<file path="src/rtl/instr_fetch.sv">
`timescale 1ns/1ps
`default_nettype none
// ============================================================================
//  Module      : instr_fetch
//  Description : Instruction fetch stage of the shrv32 core.
//                Issues one word fetch at a time on a req/gnt/rvalid memory
//                port. The returned word is held in a single instruction
//                register with a valid/ready handshake. The held word is
//                split into the decode fields that the controller uses.
//                Branch/jump redirects reload the fetch PC. A response that
//                is already in flight when a redirect arrives is discarded.
//
//  Parameters  : RESET_PC  - first fetch address after reset (bits [1:0]=0)
//                NOP_INST  - instruction register contents after reset
//
//  Optional    : IFETCH_ILLEGAL_CHECK_EN
//                  defined   -> a valid word with inst[1:0] != 2'b11 raises
//                               o_inst_illegal, and the word and its fields
//                               read as NOP_INST (o_inst_pc is unchanged)
//                  undefined -> o_inst_illegal = 0, raw word passed through
//
//  Ports       : clk               clock, rising edge
//                rst_n             synchronous active-low reset
//                o_imem_req        fetch request
//                o_imem_addr       word-aligned fetch address
//                i_imem_gnt        request accepted this cycle
//                i_imem_rvalid     read data valid
//                i_imem_rdata      read data
//                i_redirect_valid  PC redirect from branch/jump resolution
//                i_redirect_pc     redirect target (bits [1:0] ignored)
//                o_inst_valid      instruction register holds a valid word
//                i_inst_ready      downstream consumes the word this cycle
//                o_inst            instruction word
//                o_inst_pc         PC of o_inst
//                o_opcode          inst[6:2]
//                o_funct3          inst[14:12]
//                o_funct7          inst[31:25]
//                o_rs1/o_rs2/o_rd  inst[19:15] / inst[24:20] / inst[11:7]
//                o_inst_illegal    illegal-encoding flag
//
//  Revision    : 1.0 - initial release
// ============================================================================
module instr_fetch #(
    parameter logic [31:0] RESET_PC = 32'h0000_0000,
    parameter logic [31:0] NOP_INST = 32'h0000_0013
) (
    input  logic        clk,
    input  logic        rst_n,
    // instruction memory port
    output logic        o_imem_req,
    output logic [31:0] o_imem_addr,
    input  logic        i_imem_gnt,
    input  logic        i_imem_rvalid,
    input  logic [31:0] i_imem_rdata,
    // redirect from branch/jump resolution
    input  logic        i_redirect_valid,
    input  logic [31:0] i_redirect_pc,
    // instruction output
    output logic        o_inst_valid,
    input  logic        i_inst_ready,
    output logic [31:0] o_inst,
    output logic [31:0] o_inst_pc,
    output logic [4:0]  o_opcode,
    output logic [2:0]  o_funct3,
    output logic [6:0]  o_funct7,
    output logic [4:0]  o_rs1,
    output logic [4:0]  o_rs2,
    output logic [4:0]  o_rd,
    output logic        o_inst_illegal
);

    typedef enum logic [1:0] {
        ST_IDLE = 2'd0,
        ST_REQ  = 2'd1,
        ST_WAIT = 2'd2
    } state_t;

    state_t      r_state;
    logic [31:0] r_fetch_pc;
    logic        r_discard;
    logic [31:0] r_inst;
    logic [31:0] r_inst_pc;
    logic        r_inst_valid;

    logic        w_slot_free;
    logic        w_req;
    logic        w_fire;
    logic        w_load;
    logic [31:0] w_redirect_pc;
    logic [31:0] w_inst_out;
    logic        w_illegal;

    // The register can accept a word next cycle if it is empty now or is
    // being consumed now. A request is raised only then, so that the single
    // outstanding response always lands in an empty register.
    assign w_slot_free = !r_inst_valid || i_inst_ready;

    // Gated with rst_n so no request escapes in a cycle where reset is
    // sampled, whatever state the FSM is in before that edge.
    assign w_req  = rst_n && (r_state == ST_REQ) && w_slot_free;
    assign w_fire = w_req && i_imem_gnt;

    // A response is written only when it belongs to the current fetch PC:
    // a stale response (discard set) or one that coincides with a redirect
    // is dropped.
    assign w_load = (r_state == ST_WAIT) && i_imem_rvalid &&
                    !r_discard && !i_redirect_valid;

    assign w_redirect_pc = {i_redirect_pc[31:2], 2'b00};

    always_ff @(posedge clk) begin
        if (!rst_n) begin
            r_state      <= ST_IDLE;
            r_fetch_pc   <= RESET_PC;
            r_discard    <= 1'b0;
            r_inst       <= NOP_INST;
            r_inst_pc    <= RESET_PC;
            r_inst_valid <= 1'b0;
        end else begin
            // Consumption; a load later in this block overrides it.
            if (r_inst_valid && i_inst_ready) begin
                r_inst_valid <= 1'b0;
            end

            case (r_state)
                ST_IDLE: begin
                    // One dead cycle after reset. Any rvalid here belongs to
                    // a request issued before reset and is ignored.
                    r_state <= ST_REQ;
                end

                ST_REQ: begin
                    if (w_fire) begin
                        r_state <= ST_WAIT;
                    end
                end

                ST_WAIT: begin
                    if (i_imem_rvalid) begin
                        r_state   <= ST_REQ;
                        r_discard <= 1'b0;
                        if (w_load) begin
                            r_inst       <= i_imem_rdata;
                            r_inst_pc    <= r_fetch_pc;
                            r_inst_valid <= 1'b1;
                            r_fetch_pc   <= r_fetch_pc + 32'd4;
                        end
                    end
                end

                default: begin
                    r_state <= ST_IDLE;
                end
            endcase

            // Redirect overrides the normal update of the fetch PC and the
            // instruction register.
            if (i_redirect_valid) begin
                r_inst_valid <= 1'b0;
                r_fetch_pc   <= w_redirect_pc;
                // The request to the old address has been accepted, or is
                // still pending. Its response must be thrown away. A
                // response arriving in this same cycle has already been
                // dropped by the WAIT branch above.
                if ((r_state == ST_REQ) && w_fire) begin
                    r_discard <= 1'b1;
                end
                if ((r_state == ST_WAIT) && !i_imem_rvalid) begin
                    r_discard <= 1'b1;
                end
            end
        end
    end

`ifdef IFETCH_ILLEGAL_CHECK_EN
    // Only 32-bit encodings are supported. A compressed or invalid word is
    // flagged, and a NOP is presented so that the decoder never sees it.
    assign w_illegal  = r_inst_valid && (r_inst[1:0] != 2'b11);
    assign w_inst_out = w_illegal ? NOP_INST : r_inst;
`else
    assign w_illegal  = 1'b0;
    assign w_inst_out = r_inst;
`endif

    assign o_imem_req     = w_req;
    assign o_imem_addr    = r_fetch_pc;
    assign o_inst_valid   = r_inst_valid;
    assign o_inst         = w_inst_out;
    assign o_inst_pc      = r_inst_pc;
    assign o_opcode       = w_inst_out[6:2];
    assign o_funct3       = w_inst_out[14:12];
    assign o_funct7       = w_inst_out[31:25];
    assign o_rs1          = w_inst_out[19:15];
    assign o_rs2          = w_inst_out[24:20];
    assign o_rd           = w_inst_out[11:7];
    assign o_inst_illegal = w_illegal;

endmodule
`default_nettype wire
</file>
<file path="config.mk">
export PLATFORM = sky130hd
export DESIGN_NAME = instr_fetch
export DESIGN_NICKNAME = d
export VERILOG_FILES = /design/src/rtl/instr_fetch.sv
export SDC_FILE = /design/constraint.sdc
export NUM_CORES = 1
export LEC_CHECK = 0
export CAP_MARGIN = 20
export CORE_MARGIN = 2
export CORE_UTILIZATION = 42
export CTS_CLUSTER_SIZE = 12
export DETAILED_ROUTE_END_ITERATION = 12
export PLACE_DENSITY_LB_ADDON = 0.1
export SLEW_MARGIN = 20
export SYNTH_ARGS = -nofsm -noshare
export SYNTH_HDL_FRONTEND = slang
export SYNTH_SLANG_ARGS = --single-unit
</file>
<file path="constraint.sdc">
create_clock -name clk -period 5.88 [get_ports clk]
set_clock_uncertainty 0.2 [all_clocks]
set_input_delay 1.764 -clock clk [delete_from_list [all_inputs] [get_ports clk]]
set_output_delay 1.764 -clock clk [all_outputs]
set_load 0.05 [all_outputs]
</file>
==> flow_summary.json, run 1 <==
{
  "status": "completed",
  "crit_path_max_fanout": 4,
  "grt-ovfl-total": 0,
  "port_buffers": 191,
  "drc": 0,
  "arrival_ns": 2.71,
  "fp.dieW_um": 108,
  "yosys.cell_types.count": 48,
  "ys_ff_latch": 96,
  "fin_crit_ns": 4.67,
  "wirelength_um": 12800,
  "powerDensity_nw_per_um2": 211,
  "antenna_left": 0,
  "reg2regPathDepth": 4,
  "slew_headroom_pct": 39.1,
  "peakVddDrop_uv": 111,
  "critical_path.top_delay_family": "buffers and inverters",
  "initial_core_util_pct": 43.6,
  "clk_path_buf_depth": 2,
  "yosys-top-cells-count": "nand2_1, dfxtp_1, a21boi_0",
  "first_iter_violations": 194,
  "crit_path_start": "i_inst_ready",
  "yosysMostFrequentCell": "nand2_1",
  "synth_top_area_share_pct": 42.3,
  "cts_setup_buffers": 0,
  "crit_type": "in2out",
  "cp_slowest_stage_delay_ns": 0.45,
  "rsz0062_at_grt": "false",
  "vias": 4408,
  "synth-simple-area-share_pct": 26.5,
  "clk_latency_ns": 0.36,
  "period_share_pct": 79.4,
  "final_layout_size_suffix_gt1_share_pct": 4.39,
  "die_area_um2": 11700,
  "synth_area_leaders": "dfxtp_1, nand2_1, a21boi_0, buf_4, o21ai_0",
  "num_io_pins": 199,
  "first_pass_iters": 4,
  "rows": 37,
  "min-delay-start": "o_inst_pc[22]",
  "crit_buf_inv": 2,
  "ys_seq_area_share_pct": 42.3,
  "post_drt_wl_per_cell_um": 15.2,
  "cts_tree": "built",
  "area_growth_pct": 42.8,
  "cp.depth": 4,
  "grt.total_usage_pct": 22.0,
  "fin_tns_setup_ns": 0,
  "cts.clk_slew.worst_paths_ns": 0.09,
  "power.leakage_nw": 2.23,
  "synth-main-ff-cell": "dfxtp_1",
  "ctsHtreeMaxLevel": 3,
  "synth_top_area_cell": "dfxtp_1",
  "slew_viol_final": 0,
  "gp_congestion": 0.826,
  "slowest_stage": "clkdlybuf4s50_1",
  "yosys_warnings": 0,
  "synth_xor_xnor_area_share_pct": 1.93,
  "cp-start-kind": "input pin",
  "core_area_um2": 10400,
  "synth_edf_count": 0,
  "syn_avg_cell_area_um2": 8.05,
  "vias_per_cell": 5.24,
  "setup_viol": 0,
  "synth_top_family_by_area": "simple AND/OR/NAND/NOR gates",
  "final_core_util_pct": 62.3,
  "clock.fmax_mhz": 214,
  "finalPower_mw": 1.37,
  "crit_chain": "clkdlybuf4s50_1, nand2b_1, and2_1, buf_4",
  "grt_pass1_vias": 4129,
  "die_h_um": 108,
  "synth_fa_ha_area_share_pct": 0.276,
  "critPathRequiredTime_ns": 3.92,
  "setup_ws_ns": 1.21,
  "syn_inst": 564,
  "dp_hpwl_um": 9020,
  "fin_hold_ws_ns": 0.269,
  "cts_hold_buf": 0,
  "antenna_found_initial": 0,
  "syn-cell-area_um2": 4540,
  "cts_sinks": 96,
  "worst_slew_pin_slew_ns": 0.914,
  "rr_startpoint": "o_imem_addr[5]",
  "synth-async-reset-ratio_pct": 0,
  "hold_viol": 0,
  "clock-root-buffer": "clkbuf_8",
  "cts_resized": 0,
  "synth_mux_area_share_pct": 0,
  "numCtsBuffers": 9,
  "hold_class": "reg2reg",
  "n_antenna_cell": 0,
  "grt_max_degree": 107,
  "cap_violations": 0,
  "grt_first_pass_wirelength_um": 20500,
  "place_ws_ns": 1.22,
  "nets": 772,
  "synth_compound_area_share_pct": 19.3,
  "min_path_cells": 2,
  "cp-end-kind": "primary output"
}
[sequential cells by signal (all words and copies together), names as in the netlist]
name          cells
o_inst           32
o_imem_addr      30
o_inst_pc        30
r_state           2
o_inst_valid      1
r_discard         1
[through the flow]
step                      cells  instance area [um2]
after global placement      826                 6280
after global routing        842                 6490
after CTS                   842                 6490
after floorplan             568                 4560
after detailed placement    826                 6280
final                       842                 6490
[worst paths after layout]
kind                            slack, ns         endpoint
worst max-delay path                 1.21       o_imem_req
worst max register to register       3.29  o_imem_addr[29]
worst min register to register       0.27    o_inst_pc[22]
worst min-delay path                 0.27    o_inst_pc[22]
[worst register-to-register path: cells and delay by family, from the launching register on]
kind	cells	cell delay [ns]
AO/OA/AOI/OAI	1	0.27
AND/OR/NAND/NOR	3	1.53
flip-flops	1	0.49
[final cells by class]
type	instances	area (um2)
Fill cell	964	3930
Sequential cell	96	1920
Inverter	5	18.8
Clock inverter	6	73.8
Tap cell	136	170
Multi-Input combinational cell	391	2220
Clock buffer	10	128
Timing Repair Buffer	198	1960
[metal layers]
| metal | global-route usage, % | share of wire [%] | up-vias |
|---|---|---|---|
| met5 | 0 | 0 | - |
| met4 | 7.78 | 2.0 | 0 |
| met3 | 5.24 | 6.9 | 19 |
| met2 | 37.1 | 48 | 164 |
| met1 | 27.5 | 43 | 2044 |
| li1 | - | - | 2181 |
[report_power, final]
part	total [mW]	switching (mW)	internal, mW
clock network	0.452	0.248	0.204
registers	0.698	0.0308	0.668
logic	0.220	0.122	0.0980
[placed cells by master (no fill, tap or decap), drive strengths merged, types with 3 or more instances in the layout]
| master | Yosys | routed |
|---|---|---|
| clkbuf | 38 | 10 |
| a21oi | 8 | 8 |
| clkdlybuf4s50 | 0 | 189 |
| nor4 | 6 | 6 |
| nor4b | 5 | 5 |
| nand2 | 142 | 142 |
| a31oi | 6 | 6 |
| nor3 | 7 | 7 |
| nand4 | 11 | 11 |
| and3 | 9 | 9 |
| buf | 38 | 9 |
| o21ai | 28 | 28 |
| or4 | 7 | 7 |
| o31ai | 3 | 3 |
| o211a | 7 | 7 |
| nor3b | 5 | 5 |
| or3 | 6 | 6 |
| xnor2 | 6 | 6 |
| nand3 | 19 | 19 |
| and4 | 3 | 3 |
| and2 | 3 | 3 |
| xor2 | 4 | 4 |
| inv | 5 | 9 |
| nor2 | 11 | 11 |
| a21boi | 59 | 59 |
| a32oi | 3 | 3 |
| dfxtp | 96 | 96 |
| conb | 1 | 5 |
| nand2b | 7 | 7 |
[cells by family (layout without fill, tap and decap cells)]
logic type | count (synthesis) | in the layout
other | 1 | 5
flip-flops | 96 | 96
buffers and inverters | 81 | 219
adder cells (fa/ha/maj) | 1 | 1
AND/OR/NAND/NOR | 250 | 250
AO/OA/AOI/OAI | 125 | 125
XOR/XNOR | 10 | 10
Note: power is estimated with default switching activity, not from simulation.
==> inputs of run 2 (changes only) <==
Clock period 5.88 ns to 4.3 ns, I/O delays scaled along.
==> flow_summary.json, run 2 (synthesis gave the netlist of run 1 again) <==
{
  "status": "completed",
  "cts_setup_buffers": 0,
  "drc": 0,
  "critPathRequiredTime_ns": 2.81,
  "first_pass_iters": 4,
  "grt.total_usage_pct": 21.6,
  "port_buffers": 191,
  "min_path_cells": 2,
  "antenna_left": 0,
  "r2r_setup_slack_ns": 1.65,
  "final_layout_size_suffix_gt1_share_pct": 4.66,
  "fp.dieW_um": 108,
  "cts.clk_slew.worst_paths_ns": 0.08,
  "ctsHtreeMaxLevel": 3,
  "hold_end": "o_inst_pc[17]",
  "r2r-end": "o_imem_addr[29]",
  "peakVddDrop_uv": 264,
  "setup_ws_ns": 0.585,
  "cts_sinks": 96,
  "n_antenna_cell": 0,
  "arrival_ns": 2.22,
  "clk_path_buf_depth": 2,
  "clk_latency_ns": 0.37,
  "slew_viol_final": 0,
  "first_iter_violations": 257,
  "dp_hpwl_um": 9000,
  "rsz0062_at_grt": "false",
  "setup_viol": 0,
  "vias": 4425,
  "die_area_um2": 11700,
  "finalPower_mw": 1.92,
  "fin_tns_setup_ns": 0,
  "cts_tree": "built",
  "worst_slew_pin_slew_ns": 0.933,
  "antenna_found_initial": 0,
  "cp-start-kind": "input pin",
  "initial_core_util_pct": 43.6,
  "grt_max_degree": 107,
  "nets": 774,
  "vias_per_cell": 5.24,
  "rows": 37,
  "area_growth_pct": 43.7,
  "crit_chain": "clkdlybuf4s50_1, nand2b_1, and2_1, buf_12",
  "num_io_pins": 199,
  "clock.fmax_mhz": 269,
  "cts_hold_buf": 0,
  "reg2regPathDepth": 4,
  "cts_resized": 0,
  "fin_crit_ns": 3.71,
  "rr_startpoint": "o_imem_addr[5]",
  "hold_class": "reg2reg",
  "wirelength_um": 12800,
  "powerDensity_nw_per_um2": 294,
  "largest_reg_flops": 32,
  "layout_common_cells": "clkdlybuf4s50_1, nand2_1, dfxtp_1",
  "period_share_pct": 86.4,
  "grt_first_pass_wirelength_um": 20200,
  "fin_hold_ws_ns": 0.268,
  "die_h_um": 108,
  "cp_slowest_stage_delay_ns": 0.44,
  "hold_viol": 0,
  "final_common_cell": "clkdlybuf4s50_1",
  "grt-ovfl-total": 0,
  "core_area_um2": 10400,
  "clock-root-buffer": "clkbuf_8",
  "slew_headroom_pct": 37.8,
  "grt_pass1_vias": 4079,
  "slowest_stage": "clkdlybuf4s50_1",
  "power.leakage_nw": 2.24,
  "place_ws_ns": 0.499,
  "min-delay-start": "o_inst_pc[17]",
  "numCtsBuffers": 9,
  "post_drt_wl_per_cell_um": 15.2,
  "cap_violations": 0,
  "cp-end-kind": "primary output",
  "final_core_util_pct": 62.6,
  "crit_type": "in2out",
  "gp_congestion": 0.800,
  "crit_path_max_fanout": 4
}
[run 2: per-layer routing]
metal	vias up	part of all wire, %	GRT usage, %
met5	-	0	0
met4	0	1.7	7.05
met3	22	7.4	4.28
met2	168	48	35.6
met1	2046	43	28.3
li1	2189	-	-
[run 2: cell type report]
type                    count  area (um2)
multi-input cells         391        2210
clock buffers              10         128
clock inverters             6        90.1
flip-flops and latches     96        1920
inverters                   5        18.8
well taps                 136         170
fillers                   950        3890
repair buffers            200        1980
[run 2: worst max-delay path by stage]
stage,startpoint,end
final,i_inst_ready,o_imem_req
after global routing,i_inst_ready,o_imem_req
after CTS,i_inst_ready,o_imem_req
after detailed placement,i_imem_rvalid,o_imem_addr[26]
after global placement,i_imem_rvalid,o_imem_addr[26]
after floorplan,rst_n,o_imem_req
[run 2: where the power goes]
part / leakage, nW / internal [mW] / switching [mW]
combinational: 1.35 / 0.136 / 0.166
clock: 0.107 / 0.332 / 0.329
sequential: 0.781 / 0.913 / 0.0416
total: 2.24 / 1.38 / 0.536
[run 2: critical path, delay by kind of cell]
family / cells / cell delay [ns]
buf+inv: 2 / 0.59
simple gates: 2 / 0.35
[run 2: through the flow]
| stage | cells | instance area (um2) |
|---|---|---|
| 2_1_floorplan | 568 | 4560 |
| 3_3_place_gp | 828 | 6310 |
| 3_5_place_dp | 828 | 6310 |
| 4_1_cts | 844 | 6530 |
| 5_1_grt | 844 | 6530 |
| 6_report | 844 | 6530 |
